**config.mk**
```make
export PLATFORM = sky130hd
export DESIGN_NAME = coax_rx_frame_ctrl
export DESIGN_NICKNAME = d
export VERILOG_FILES = /design/src/rtl/coax_rx_frame_ctrl.sv
export SDC_FILE = /design/constraint.sdc
export NUM_CORES = 1
export LEC_CHECK = 0
export BUFFER_PORTS_ARGS = -buffer_cell sky130_fd_sc_hd__buf_2
export CORE_ASPECT_RATIO = 1.25
export CORE_MARGIN = 2
export CORE_UTILIZATION = 45
export CTS_CLUSTER_DIAMETER = 80
export DETAILED_ROUTE_END_ITERATION = 8
export MAX_ROUTING_LAYER = met4
export PLACE_DENSITY = 0.66
export SLEW_MARGIN = 20
export SYNTH_ARGS = -nofsm -noshare
export SYNTH_HDL_FRONTEND = slang
export SYNTH_SLANG_ARGS = --single-unit
```
**constraint.sdc**
```tcl
create_clock -name clk -period 1.8 [get_ports clk]
set_input_delay 0.09 -clock clk [delete_from_list [all_inputs] [get_ports clk]]
set_output_delay 0.09 -clock clk [all_outputs]
set_load 0.005 [all_outputs]
```
**src/rtl/coax_rx_frame_ctrl.sv**
```systemverilog
// coax_rx_frame_ctrl
//   Frame-level controller for the coax receive path. It consumes decoded
//   bit strobes from the bit timer, hunts for the start sequence (a run of
//   ones closed by a zero), then assembles words of the form
//   sync(1) + 10 data bits (MSB first) + parity, until a zero sync bit ends
//   the frame. The controller owns the bit timer reset: after a frame end or
//   any error it holds bit_timer_reset for TIMER_RESET_CYCLES clocks so the
//   timer relocks before the next frame.
//
//   state   | meaning
//   --------+----------------------------------------------------------
//   IDLE    | receive not allowed or timer not locked; strobes ignored
//   HUNT    | counting consecutive ones of the start sequence
//   SYNC    | expecting a word sync bit (1 = word follows, 0 = frame end)
//   DATA    | shifting in the 10 data bits
//   PARITY  | expecting the parity bit; publishes the word on its strobe
//   RESYNC  | holding bit_timer_reset, then back to IDLE
//
// Ports
//   clk              receive clock
//   reset_n          asynchronous active-low reset
//   enable           1 = receive allowed
//   synchronized     bit timer locked to the line
//   bit_strobe       one-clock pulse, bit_value valid
//   bit_value        decoded bit
//   bit_timer_reset  active-high reset to the bit timer
//   active           high while inside a frame
//   data             last received word
//   data_strobe      one-clock pulse, data valid
//   parity_error     qualified by data_strobe, word failed even parity
//   frame_end        one-clock pulse, clean end of frame
//   error            one-clock pulse, frame aborted
//   error_code       cause of the last error: 1 sync lost, 2 timeout,
//                    3 bad start, 4 disabled mid-frame

module coax_rx_frame_ctrl #(
  parameter int START_ONES         = 5,
  parameter int TIMEOUT            = 64,
  parameter int TIMER_RESET_CYCLES = 4
) (
  input  logic       clk,
  input  logic       reset_n,
  input  logic       enable,
  input  logic       synchronized,
  input  logic       bit_strobe,
  input  logic       bit_value,
  output logic       bit_timer_reset,
  output logic       active,
  output logic [9:0] data,
  output logic       data_strobe,
  output logic       parity_error,
  output logic       frame_end,
  output logic       error,
  output logic [2:0] error_code
);

  localparam int OW = $clog2(START_ONES + 1);
  localparam int TW = $clog2(TIMEOUT);
  localparam int RW = $clog2(TIMER_RESET_CYCLES + 1);

  localparam logic [OW-1:0] ONES_MAX = OW'(START_ONES);
  localparam logic [TW-1:0] TMO_LOAD = TW'(TIMEOUT - 1);
  localparam logic [RW-1:0] RST_LOAD = RW'(TIMER_RESET_CYCLES - 1);

  localparam logic [2:0] ERR_SYNC    = 3'd1;
  localparam logic [2:0] ERR_TIMEOUT = 3'd2;
  localparam logic [2:0] ERR_START   = 3'd3;
  localparam logic [2:0] ERR_DISABLE = 3'd4;

  typedef enum logic [2:0] {
    S_IDLE,
    S_HUNT,
    S_SYNC,
    S_DATA,
    S_PARITY,
    S_RESYNC
  } state_t;

  state_t        state_q, state_d;
  logic [OW-1:0] ones_q, ones_d;
  logic [9:0]    shift_q, shift_d;
  logic [3:0]    bit_cnt_q, bit_cnt_d;
  logic [TW-1:0] tmo_q, tmo_d;
  logic [RW-1:0] rst_cnt_q, rst_cnt_d;
  logic          word_seen_q, word_seen_d;
  logic [9:0]    data_q, data_d;
  logic          data_strobe_q, data_strobe_d;
  logic          parity_error_q, parity_error_d;
  logic          frame_end_q, frame_end_d;
  logic          error_q, error_d;
  logic [2:0]    error_code_q, error_code_d;
  logic [2:0]    abort_code;

  always_ff @(posedge clk or negedge reset_n) begin
    if (!reset_n) begin
      state_q        <= S_IDLE;
      ones_q         <= '0;
      shift_q        <= '0;
      bit_cnt_q      <= '0;
      tmo_q          <= '0;
      rst_cnt_q      <= '0;
      word_seen_q    <= 1'b0;
      data_q         <= '0;
      data_strobe_q  <= 1'b0;
      parity_error_q <= 1'b0;
      frame_end_q    <= 1'b0;
      error_q        <= 1'b0;
      error_code_q   <= '0;
    end else begin
      state_q        <= state_d;
      ones_q         <= ones_d;
      shift_q        <= shift_d;
      bit_cnt_q      <= bit_cnt_d;
      tmo_q          <= tmo_d;
      rst_cnt_q      <= rst_cnt_d;
      word_seen_q    <= word_seen_d;
      data_q         <= data_d;
      data_strobe_q  <= data_strobe_d;
      parity_error_q <= parity_error_d;
      frame_end_q    <= frame_end_d;
      error_q        <= error_d;
      error_code_q   <= error_code_d;
    end
  end

  always_comb begin
    state_d        = state_q;
    ones_d         = ones_q;
    shift_d        = shift_q;
    bit_cnt_d      = bit_cnt_q;
    tmo_d          = tmo_q;
    rst_cnt_d      = rst_cnt_q;
    word_seen_d    = word_seen_q;
    data_d         = data_q;
    data_strobe_d  = 1'b0;
    parity_error_d = 1'b0;
    frame_end_d    = 1'b0;
    error_d        = 1'b0;
    error_code_d   = error_code_q;
    abort_code     = '0;

    unique case (state_q)
      S_IDLE: begin
        ones_d = '0;
        if (enable && synchronized) state_d = S_HUNT;
      end

      S_HUNT: begin
        // Leaving HUNT is silent: no frame has started yet.
        if (!enable || !synchronized) begin
          state_d = S_IDLE;
          ones_d  = '0;
        end else if (bit_strobe) begin
          if (bit_value) begin
            if (ones_q != ONES_MAX) ones_d = ones_q + OW'(1);
          end else if (ones_q == ONES_MAX) begin
            state_d     = S_SYNC;
            ones_d      = '0;
            word_seen_d = 1'b0;
            tmo_d       = TMO_LOAD;
          end else begin
            ones_d = '0;
          end
        end
      end

      S_SYNC, S_DATA, S_PARITY: begin
        // Abort causes in priority order; a strobe is only taken when
        // none of them fires. tmo_q == 0 means TIMEOUT clocks have passed
        // since the last strobe.
        if (!synchronized) begin
          abort_code = ERR_SYNC;
        end else if (!enable) begin
          abort_code = ERR_DISABLE;
        end else if (tmo_q == '0) begin
          abort_code = ERR_TIMEOUT;
        end else if (bit_strobe) begin
          tmo_d = TMO_LOAD;
          if (state_q == S_SYNC) begin
            if (bit_value) begin
              shift_d   = '0;
              bit_cnt_d = 4'd9;
              state_d   = S_DATA;
            end else if (word_seen_q) begin
              frame_end_d = 1'b1;
              rst_cnt_d   = RST_LOAD;
              state_d     = S_RESYNC;
            end else begin
              abort_code = ERR_START;
            end
          end else if (state_q == S_DATA) begin
            shift_d = {shift_q[8:0], bit_value};
            if (bit_cnt_q == 4'd0) state_d = S_PARITY;
            else                   bit_cnt_d = bit_cnt_q - 4'd1;
          end else begin
            data_d         = shift_q;
            data_strobe_d  = 1'b1;
            parity_error_d = ^{shift_q, bit_value};
            word_seen_d    = 1'b1;
            state_d        = S_SYNC;
          end
        end else begin
          tmo_d = tmo_q - TW'(1);
        end

        if (abort_code != '0) begin
          error_d      = 1'b1;
          error_code_d = abort_code;
          rst_cnt_d    = RST_LOAD;
          state_d      = S_RESYNC;
        end
      end

      S_RESYNC: begin
        if (rst_cnt_q == '0) state_d = S_IDLE;
        else                 rst_cnt_d = rst_cnt_q - RW'(1);
      end

      default: state_d = S_IDLE;
    endcase
  end

  // The timer is also held in reset while the controller itself is in reset.
  assign bit_timer_reset = !reset_n || (state_q == S_RESYNC);
  assign active          = (state_q == S_SYNC) || (state_q == S_DATA) ||
                           (state_q == S_PARITY);
  assign data            = data_q;
  assign data_strobe     = data_strobe_q;
  assign parity_error    = parity_error_q;
  assign frame_end       = frame_end_q;
  assign error           = error_q;
  assign error_code      = error_code_q;

endmodule
```
# After elaboration in Yosys (flattened, before gate mapping)
# Index checks and enable logic that the tools add are counted.
# classes
eq_ne	35
reduce_logical	28
bitwise	3
n_lt_le_gt_ge	0
mux	91
addsub	4
div	0
shift	0
mul	0
# op_table
op	count
$mux 3	32
$mux 6	8
$mux 1	34
$ne 3x3->1 const B	11
$mux 10	3
$ne 2x2->1 const B	14
$reduce_and 11->1	2
$mux 4	4
$reduce_and 8->1	2
$reduce_and 7->1	2
$pmux 3 s2	2
$pmux 3 s4	1
$pmux 6 s2	1
$reduce_xor 11->1	1
$mux 2	5
$ne 5x5->1 const B	2
$eq 3x3->1 const B	3
$reduce_and 9->1	1
$reduce_bool 2->1	4
$eq 3x2->1 const B	2
$logic_not 3->1	2
$logic_not 6->1	1
$sub 6x1->6 const B	1
$logic_not 4->1	1
other kinds (15)	22
# word_totals
elab_cells	174
output_inout_bits	19
latch_bits	0
mem_bits_ro	0
ff_bits	47
mem_count	0
ramBits	0

# Logic depth before layout (Yosys ltp)
# Gate-level depths: netlist of run 1.
# logic_depth
word_depth	11
mapped_depth	8

# Worst setup path before layout of run 1
# OpenSTA, ideal clock, no wires.
# synth_path
path_type	reg-to-reg
from	register bit_cnt_q[0]
to	register state_q[2]
t_arrival_ns	1.819
n_path_buf	0
stages_incl_launch_ff	8
setup_slack_ns	-0.147
synth_period_minus_slack_ns	1.947
path_cell_list	dfrtp_1 > inv_1 > ha_1 > or3b_1 > and3_1 > o21ai_1 > and3_4 > mux2_1
# synth_via
elab_chain_cells	3
# synth_lines
item	line	text
start: declaration	82	logic [3:0] bit_cnt_q, bit_cnt_d;
start signal: assignment	113	bit_cnt_q <= bit_cnt_d;
$logic_not 4->1	193	if (bit_cnt_q == 4'd0) state_d = S_PARITY;
$ne 5x5->1 (no source line)	--	
$reduce_and 11->1 (no source line)	--	
end signal: assignment	110	state_q <= state_d;
end: declaration	79	state_t state_q, state_d;
# Every way passes these cells.
# A chain may end at the register's enable or synchronous reset.

# Final worst setup path of run 1
# layout_path
from	register bit_cnt_q[1]
to	register state_q[1]
# The elaborated chain is that of the path after synthesis.

==> impl_results.md, run 1 <==
- Register area share after synthesis: 47.3%
- Initial antenna violation count: 0
- Crit end category: flip-flop
- Fin cells: 377
- Yosys cell types: 50
- First-pass GRT wire length: 9050 um
- Synth top area cells: dfrtp_1, nand2_1, mux2_1
- Critical Path Start Type: flip-flop
- CTS tree: yes
- Core box area: 5370 sq um
- Max cap viols: 0
- Minimum clock period: 1.87 ns
- Syn Inst Count: 248
- Met2 WL post-DR: 2760 um
- Clock slew at reported path FFs: 0.09 ns
- Post-layout nets: 326
- Skew-Pair Late Insertion Delay: 0.31 ns
- Detailed Place HPWL: 3610 um
- Cells after DPL: 355
- Footprint of the multi-input gates: 1340 sq um
- Final ANT Viol Nets: 0
- Slew headroom: 60.3%
- Grt ovf: 0
- H-tree levels: 2
- RSZ-0062 raised after global routing: true
- CP required: 2.00 ns
- Routed WL per cell: 14.6 um
- WS Path Type: flip-flop to flip-flop
- Initial Utilization: 46.3%
- Worst ir drop on vdd: 593 uV
- FP Rows: 30
- Reg-to-reg critical path startpoint: bit_cnt_q[1]
- Routability Congestion: 0.899
- Met3 routed WL: 183 um
- RR Endpoint: state_q[1]
- Avg Synthesized Cell Area: 10.0 sq um
- Worst min-delay path class: input port to flip-flop
- Slew Viols, Final: 0
- Ys flop type: dfrtp_1
- Full die area: 6140 sq um
- Vias in the first global route: 1980
- Ys async rst share: 100%
- Status: complete, but fails checks
- Post-Synthesis Cell Area: 2490 sq um
- Synth area leader: dfrtp_1
- GRT Resource Usage Total: 19.0%
- Hold Crit Depth: 2
- FF+latch count, synth: 47
- Warnings from Yosys: 0
- Leakage: 1.62 nW
- Beginning of the worst hold path: synchronized
- Worst Hold Path EP: error_code[2]
- Final Hold Vio Count: 0
- Fraction of layout cells with a size suffix above 1: 36.7%
- First-pass DRT Iterations: 4
- Final setup TNS: -0.237 ns
- Mapped Nets: 262
- Power Total: 2.86 mW
- Number of top-level pins: 25
- Die Wd: 70.5 um
- Synth top area share: 47.3%
- Area grow syn2layout: 29.3%
- R2R depth: 7
- Sink Count: 47
- Max FO, Critical Path: 3
- Failing checks: negative setup slack
- Tightest Pin Transition: 0.596 ns
- Top layer in use: met4
- Tcrit/Tclk final: 104%
- Pwr/cell area: 890 nW/um^2
- Setup violations, final: 12
- Chip Height: 87.1 um
- Fmax: 534 MHz
- EDFF count, synth: 0
- Worst setup margin: -0.0722 ns
- Wire length on met1: 2460 um
- Longest Clk Path Bufs: 2
- Routed wire length: 5500 um
- Root Driver: clkbuf_8
- Fill cell count: 422
- Register area: 1180 sq um
- Arrival @ worst endpoint: 2.07 ns
- N_diodes: 0
- Largest net degree at the start of global routing: 48
- TritonCTS Buffers: 5
- R2R setup slack: -0.07 ns
- Initial DRC Count: 114
- Vias/cell: 5.41
- Max Clock Skew: 0.0113 ns
- Port bufs: 24
- Core Util, Final: 59.9%
- DRC violations left: 0
- Vias: 2040
==> what timing repair did <==
item                                   in CTS  in global routing
hold buffers                                1                  0
setup buffers                               6                  7
pin swaps                                  10                 10
setup endpoints to repair                  21                 37
cloned                                      0                  1
resized for setup                          15                 19
endpoints found under the hold margin      47                  0
==> worst max-delay path: stages (launching register included) <==
cell and delay (ns):
dfrtp_1 0.40, inv_2 0.09, ha_4 0.12, or3b_4 0.37, and3_4 0.15, o21ai_2 0.13
and3_4 0.22, mux2_4 0.29
==> flip-flops by register name (all words and copies together) (netlist names) <==
name,cells
data,10
shift_q,10
tmo_q,6
bit_cnt_q,4
error_code,3
ones_q,3
rst_cnt_q,3
state_q,3
data_strobe,1
error,1
frame_end,1
parity_error,1
word_seen_q,1
==> through the flow <==
step           worst slack, ns  area [sq um]  hold WS [ns]
3_5_place_dp            -0.129          2880         0.246
6_report               -0.0722          3210        0.0429
3_3_place_gp           -0.0678          2880         0.246
2_1_floorplan          -0.0926          2510        -0.206
5_1_grt                 -0.120          3210        0.0517
4_1_cts                -0.0687          3080        0.0296
==> cells in the mapped netlist (3+ instances only) <==
| cell | n |
|---|---|
| dfrtp_1 | 47 |
| nand2_1 | 30 |
| nand3_1 | 16 |
| a21oi_1 | 14 |
| inv_1 | 14 |
| nor2_1 | 10 |
| mux2_1 | 9 |
| o21ai_0 | 9 |
| xnor2_1 | 9 |
| ha_1 | 8 |
| a31oi_1 | 6 |
| clkbuf_1 | 6 |
| nor2b_1 | 6 |
| nand4_1 | 4 |
| nor3b_1 | 4 |
| a22o_1 | 3 |
| a22oi_1 | 3 |
| and3_1 | 3 |
| mux2_2 | 3 |
| mux2i_1 | 3 |
| nand2b_1 | 3 |
| o21a_1 | 3 |
| o21ai_1 | 3 |
==> cell type report <==
type,count,area share [%]
clock inverters,3,0.584
multi-input cells,176,41.5
clock buffers,5,2.14
flip-flops and latches,47,36.6
well taps,64,2.49
repair buffers,67,14.9
inverters,15,1.75
==> power breakdown <==
group / switching [mW] / internal, mW / leakage, nW
Combinational: 0.543 / 0.463 / 0.940
Clock: 0.370 / 0.274 / 0.0483
Sequential: 0.0633 / 1.15 / 0.629
==> layer usage <==
layer	track usage, %	up-vias
met1	22.4	993
met5	-	-
li1	-	993
met3	3.94	11
met4	7.17	0
met2	32.0	43
==> worst max-delay path by stage <==
stage	start	endpoint	depth (start not counted)
2_1_floorplan	bit_cnt_q[0]	state_q[2]	7
3_3_place_gp	bit_cnt_q[1]	state_q[2]	7
3_5_place_dp	bit_cnt_q[1]	state_q[2]	7
4_1_cts	bit_cnt_q[0]	state_q[1]	7
5_1_grt	bit_cnt_q[1]	state_q[2]	7
6_report	bit_cnt_q[1]	state_q[1]	7
==> layout by cell type, fill, tap and decap left out, drive strengths merged, types with 2 or more instances in the layout <==
cell / n
buf: 65
dfrtp: 47
nand2: 30
a21oi: 16
nand3: 16
inv: 16
o21ai: 13
mux2: 12
nor2: 10
xnor2: 9
ha: 8
a31oi: 6
nor2b: 6
clkbuf: 6
nand4: 4
nand2b: 4
nor3b: 4
and3: 4
a22oi: 3
a22o: 3
mux2i: 3
o21a: 3
nor3: 2
o22ai: 2
clkinv: 2
and2: 2
or3b: 2
o31ai: 2
==> cells by family (layout without fill, tap and decap cells) <==
logic type               after synthesis  count (layout)  share of synthesized area (%)
buffers and inverters                 25              90                           4.33
flip-flops                            47              47                           47.3
adder cells (fa/ha/maj)                8               8                           4.03
AND/OR/NAND/NOR                       89              89                           19.3
XOR/XNOR                              10              10                           3.52
multiplexers                          15              15                           6.64
AO/OA/AOI/OAI                         54              54                           14.8
Note: power is estimated with default switching activity, not from simulation.
==> run 2: changes to the inputs <==
--- a/config.mk
+++ b/config.mk
@@ -5,7 +5,7 @@
 export SDC_FILE = /design/constraint.sdc
 export NUM_CORES = 1
 export LEC_CHECK = 0
-export BUFFER_PORTS_ARGS = -buffer_cell sky130_fd_sc_hd__buf_2
+export BUFFER_PORTS_ARGS = -buffer_cell sky130_fd_sc_hd__buf_4
 export CORE_ASPECT_RATIO = 1.25
 export CORE_MARGIN = 2
 export CORE_UTILIZATION = 45
==> impl_results.md, run 2 (same netlist as run 1, synthesis figures left out) <==
- Cells after DPL: 356 (+0.28%)
- Vias/cell: 5.41 (about the same)
- CTS tree: yes
- Arrival @ worst endpoint: 2.09 ns (+0.02 ns)
- Vias in the first global route: 1993 (+0.66%)
- Clock slew at reported path FFs: 0.09 ns (about the same)
- First-pass GRT wire length: 9100 um (+0.54%)
- Pwr/cell area: 890 nW/um^2 (about the same)
- Tcrit/Tclk final: 105% (+1.3 points)
- Final instance area: 3350 sq um (+4.3%)
- WS Path Type: flip-flop to flip-flop
- Register area: 1180 sq um (unchanged)
- Post-layout nets: 326 (unchanged)
- Port bufs: 24 (unchanged)
- Routability Congestion: 0.866 (-3.6%)
- Routed wire length: 5430 um (-1.3%)
- Setup violations, final: 16 (+4)
- Fill cell count: 443 (+5.0%)
- Number of top-level pins: 25 (unchanged)
- Vias: 2038 (-0.098%)
- Worst setup margin: -0.0965 ns (-0.0243 ns)
- Final setup TNS: -0.480 ns (-0.244 ns)
- Initial Utilization: 46.3% (unchanged)
- CP required: 2.00 ns (about the same)
- Worst min-delay path class: input port to flip-flop
- Tightest Pin Transition: 0.451 ns (-0.145 ns)
- Failing checks: negative setup slack
- Footprint of the multi-input gates: 1400 sq um (+4.7%)
- Slew headroom: 69.9% (+9.6 points)
- Slew Viols, Final: 0 (unchanged)
- Max FO, Critical Path: 3 (unchanged)
- Fmax: 527 MHz (-1.3%)
- Fraction of layout cells with a size suffix above 1: 40.9% (+4.2 points)
- Routed WL per cell: 14.4 um (-1.3%)
- TritonCTS Buffers: 5 (unchanged)
- DRC violations left: 0 (unchanged)
- Status: complete, but fails checks
- Power Total: 2.98 mW (+4.4%)
- Most frequent cells in the layout: buf_4, dfrtp_1, nand2_1
- Largest net degree at the start of global routing: 31 (-35%)
- Longest Clk Path Bufs: 2 (unchanged)
- RSZ-0062 raised after global routing: true
- Chip Height: 87.1 um (unchanged)
- Leakage: 1.63 nW (+0.79%)
- Minimum clock period: 1.90 ns (+0.0243 ns)
- Placed cell areas: 2950 sq um (+2.3%)
- Crit end category: flip-flop
- FP Rows: 30 (unchanged)
- H-tree levels: 2 (unchanged)
- N_diodes: 0 (unchanged)
- Skew-Pair Late Insertion Delay: 0.31 ns (about the same)
- Detailed Place HPWL: 3750 um (+3.9%)
- Critical Path Start Type: flip-flop
- Die Wd: 70.5 um (unchanged)
- Area grow syn2layout: 34.9%
- Root Driver: clkbuf_8
- Hold_ws: 0.0265 ns (-0.0164 ns)
- Final ANT Viol Nets: 0 (unchanged)
- First-pass DRT Iterations: 4 (unchanged)
- Worst ir drop on vdd: 567 uV (-4.4%)
- Fin cells: 377 (unchanged)
- Final Hold Vio Count: 0 (unchanged)
- Initial antenna violation count: 0 (unchanged)
- Core box area: 5370 sq um (unchanged)
- Full die area: 6140 sq um (unchanged)
- Initial DRC Count: 114 (unchanged)
- GRT Resource Usage Total: 19.1% (+0.11 points)
- Grt ovf: 0 (unchanged)
- Max cap viols: 0 (unchanged)
- Max Clock Skew: 0.0105 ns (-0.000790 ns)
- Commonest non-fill, non-tap cell in the layout: buf_4
- Sink Count: 47 (unchanged)
-- run 2: cell types whose count changed in the layout (fill, tap and decap cells not counted), moves of 2 or more --
| cell | delta |
|---|---|
| a21oi_1 | -3 |
| a21oi_2 | +3 |
| buf_2 | -24 |
| buf_4 | +19 |
| buf_6 | +6 |
| clkinv_2 | -2 |
| nand2_1 | -8 |
| nand2_2 | +7 |
| nor2_1 | -3 |
| nor2_4 | +2 |
-- run 2: final timing paths --
kind	cells after the start	from	endpoint	slack, ns
max in group asynchronous	3	reset_n	bit_cnt_q[2]	0.93
setup reg to reg	7	bit_cnt_q[0]	state_q[1]	-0.1
min in group asynchronous	2	reset_n	rst_cnt_q[2]	0.19
hold / removal	2	synchronized	error_code[2]	0.03
setup / recovery	7	bit_cnt_q[0]	state_q[1]	-0.1
hold reg to reg	1	tmo_q[5]	tmo_q[5]	0.49
-- run 2: stage by stage --
| stage | util, % | setup slack, ns |
|---|---|---|
| after floorplan | - | -0.0926 |
| after global placement | 54.9 | -0.0732 |
| after detailed placement | 54.9 | -0.142 |
| after CTS | 59.2 | -0.117 |
| after global routing | 62.5 | -0.148 |
| final | 62.5 | -0.0965 |
-- run 2: cell type report --
class | count | share of cell area, %
Timing Repair Buffer | 67 | 16.2
Inverter | 15 | 1.68
Clock buffer | 6 | 2.46
Sequential cell | 47 | 35.1
Multi-Input combinational cell | 176 | 41.7
Tap cell | 64 | 2.39
Clock inverter | 2 | 0.485
-- run 2: timing repair --
action,CTS,global route
hold buffers,1,0
endpoints found under the setup margin,24,38
endpoints found under the hold margin,17,0
buffers inserted,6,5
pin swaps,6,20
cloned,0,1
gates resized for setup,22,35
-- run 2: routing by layer --
metal	track usage, %	wire (um)	up-vias	share of wire, %
li1	-	-	997	-
met1	22.7	2430	1009	45
met2	33.0	2800	27	52
met3	3.59	147	5	2.7
met4	5.77	43	0	0.79
met5	-	0	-	0
-- run 2: worst max-delay path, stage by stage (launching register included) --
cell     delay (ns)
dfrtp_1        0.40
inv_2          0.08
ha_4           0.13
or3b_4         0.37
and3_4         0.18
o21ai_2        0.12
and3_4         0.22
mux2_4         0.29
-- run 2: where the power goes --
part           switching, mW  internal, mW
clock network          0.373         0.314
registers             0.0595          1.15
logic                  0.566         0.524
==> run 3: changes to the inputs <==
--- a/config.mk
+++ b/config.mk
@@ -12,7 +12,7 @@
 export CTS_CLUSTER_DIAMETER = 80
 export DETAILED_ROUTE_END_ITERATION = 8
 export MAX_ROUTING_LAYER = met4
-export PLACE_DENSITY = 0.66
+export PLACE_DENSITY = 0.7
 export SLEW_MARGIN = 20
 export SYNTH_ARGS = -nofsm -noshare
 export SYNTH_HDL_FRONTEND = slang
==> impl_results.md, run 3 (same netlist as run 1, synthesis figures left out) <==
- Final ANT Viol Nets: 0 (unchanged)
- TritonCTS Buffers: 5 (unchanged)
- WS Path Type: flip-flop to flip-flop
- Sequential power share: 38.8% (-1.6 points)
- RSZ-0062 raised after global routing: true
- Fill cell count: 441 (-0.45%)
- Initial Utilization: 46.3% (unchanged)
- Status: complete, but fails checks
- Slew Viols, Final: 0 (unchanged)
- Tcrit/Tclk final: 110% (+4.6 points)
- Critical Path Start Type: flip-flop
- Largest net degree at the start of global routing: 26 (-16%)
- Fin cells: 374 (-0.80%)
- N_diodes: 0 (unchanged)
- Core box area: 5370 sq um (unchanged)
- Register area: 1180 sq um (unchanged)
- Hold_ws: 0.0360 ns (+0.00955 ns)
- Routed WL per cell: 15.2 um (+5.9%)
- Psw: 1.02 mW (+2.3%)
- P_int: 2.07 mW (+4.2%)
- Most frequent cells in the layout: buf_4, dfrtp_1, nand2_1
- Vias in the first global route: 2061 (+3.4%)
- Failing checks: negative setup slack
- Setup violations, final: 30 (+14)
- Cells after DPL: 353 (-0.84%)
- H-tree levels: 2 (unchanged)
- Minimum clock period: 1.98 ns (+0.0824 ns)
- Crit end category: flip-flop
- Max FO, Critical Path: 4 (+1)
- Worst min-delay path class: input port to flip-flop
- Crit path from: tmo_q[0]
- DRC violations left: 0 (unchanged)
- Clk pwr share: 25.7% (+2.7 points)
- Vias: 2031 (-0.34%)
- CP required: 1.98 ns (-0.02 ns)
- Longest Clk Path Bufs: 2 (unchanged)
- Chip Height: 87.1 um (unchanged)
- Initial DRC Count: 169 (+48%)
- Post-layout nets: 323 (-0.92%)
- Final setup TNS: -2.49 ns (-2.01 ns)
- Max cap viols: 0 (unchanged)
- CTS tree: yes
- Initial antenna violation count: 0 (unchanged)
- Final Hold Vio Count: 0 (unchanged)
- Core Util, Final: 61.1% (-1.4 points)
- Logic pwr share: 35.4% (-1.1 points)
- Skew-Pair Late Insertion Delay: 0.30 ns (about the same)
- Full die area: 6140 sq um (unchanged)
- Grt ovf: 0 (unchanged)
- Beginning of the worst hold path: synchronized
- Worst setup margin: -0.179 ns (-0.0824 ns)
- Detailed Place HPWL: 3820 um (+1.9%)
- First-pass DRT Iterations: 4 (unchanged)
- Number of top-level pins: 25 (unchanged)
- Sink Count: 47 (unchanged)
- Commonest non-fill, non-tap cell in the layout: buf_4
- Tightest Pin Transition: 0.494 ns (+0.0428 ns)
- Slew headroom: 67.0% (-2.9 points)
- Vias/cell: 5.43 (+0.46%)
- Clock slew at reported path FFs: 0.09 ns (about the same)
- Die Wd: 70.5 um (unchanged)
- Leakage: 1.61 nW (-1.4%)
- Area grow syn2layout: 31.9%
- Arrival @ worst endpoint: 2.16 ns (+0.07 ns)
- Fmax: 505 MHz (-4.2%)
- FP Rows: 30 (unchanged)
- Reg-to-reg critical path startpoint: tmo_q[0]
- Worst slack, placed: -0.133 ns (+0.00924 ns)
- Port bufs: 24 (unchanged)
- Fraction of layout cells with a size suffix above 1: 35.5% (-5.4 points)
- GRT Resource Usage Total: 20.2% (+1.1 points)
- Max Clock Skew: 0.00682 ns (-0.00369 ns)
- First-pass GRT wire length: 9650 um (+6.0%)
- Root Driver: clkbuf_8
- Routed wire length: 5700 um (+5.0%)
- Routability Congestion: 0.925 (+6.8%)
- Worst ir drop on vdd: 536 uV (-5.5%)
- Pwr/cell area: 943 nW/um^2 (+6.0%)
- Footprint of the multi-input gates: 1320 sq um (-5.9%)
- Switching Share: 33.1% (-0.41 points)
[run 3: changes by cell type in the layout (fill, tap and decap cells not counted), moves of 3 or more]
cell	before	now
nand2_2	7	1
a21oi_2	4	1
nor2_1	6	9
nand2_1	22	29
mux2_2	0	3
mux2_4	12	9
[run 3: per-stage QoR]
step | power (mW) | instance area (sq um)
floorplan | 1.84 | 2510
global placement | 2.18 | 2930
detailed placement | 2.22 | 2930
CTS | 3.07 | 3190
global route | 3.27 | 3280
finish | 3.09 | 3280
[run 3: final timing paths]
| path | cells past startpoint | to | slack [ns] |
|---|---|---|---|
| max | 10 | state_q[2] | -0.18 |
| min in group asynchronous | 2 | rst_cnt_q[2] | 0.24 |
| max reg2reg | 10 | state_q[2] | -0.18 |
| min reg2reg | 1 | tmo_q[5] | 0.50 |
| max in group asynchronous | 3 | bit_cnt_q[3] | 0.95 |
| min | 2 | error_code[2] | 0.04 |
[run 3: layout make-up]
class / instances / area share, %
sequential: 47 / 35.9
clock inverter: 3 / 1.45
multi-input combinational: 176 / 40.1
clock buffer: 5 / 2.10
inverter: 15 / 1.72
tap: 64 / 2.44
timing repair buffer: 64 / 16.3
[run 3: worst max-delay path: stages (launching register included)]
cell and delay, ns:
dfrtp_1 0.38, inv_2 0.06, ha_4 0.15, nor4b_4 0.12
buf_4 0.15, buf_4 0.13, a21oi_4 0.21, buf_6 0.13
o21ai_2 0.05, and3_4 0.19, mux2_4 0.30
[run 3: repair_timing]
action / 4_1_cts / 5_1_grt
pin swaps: 10 / 4
endpoints found under the setup margin: 19 / 43
hold buffers: 1 / 0
gates resized for setup: 11 / 22
endpoints found under the hold margin: 23 / 0
setup buffers: 9 / 3
cloned: 1 / 0
[run 3: layer usage]
metal / track usage, % / wire, um / vias up
met3: 2.66 / 177 / 4
met2: 35.8 / 3050 / 39
met1: 24.7 / 2440 / 999
met4: 4.55 / 33 / 0
li1: - / - / 989
met5: - / 0 / -
[run 3: power groups by stage]
stage	sequential [mW]	clock (mW)	combinational, mW
after detailed placement	1.22	0	0.997
after global routing	1.21	0.861	1.20
final	1.20	0.795	1.10
after floorplan	1.21	0	0.631
after global placement	1.21	0	0.968
after CTS	1.20	0.822	1.04
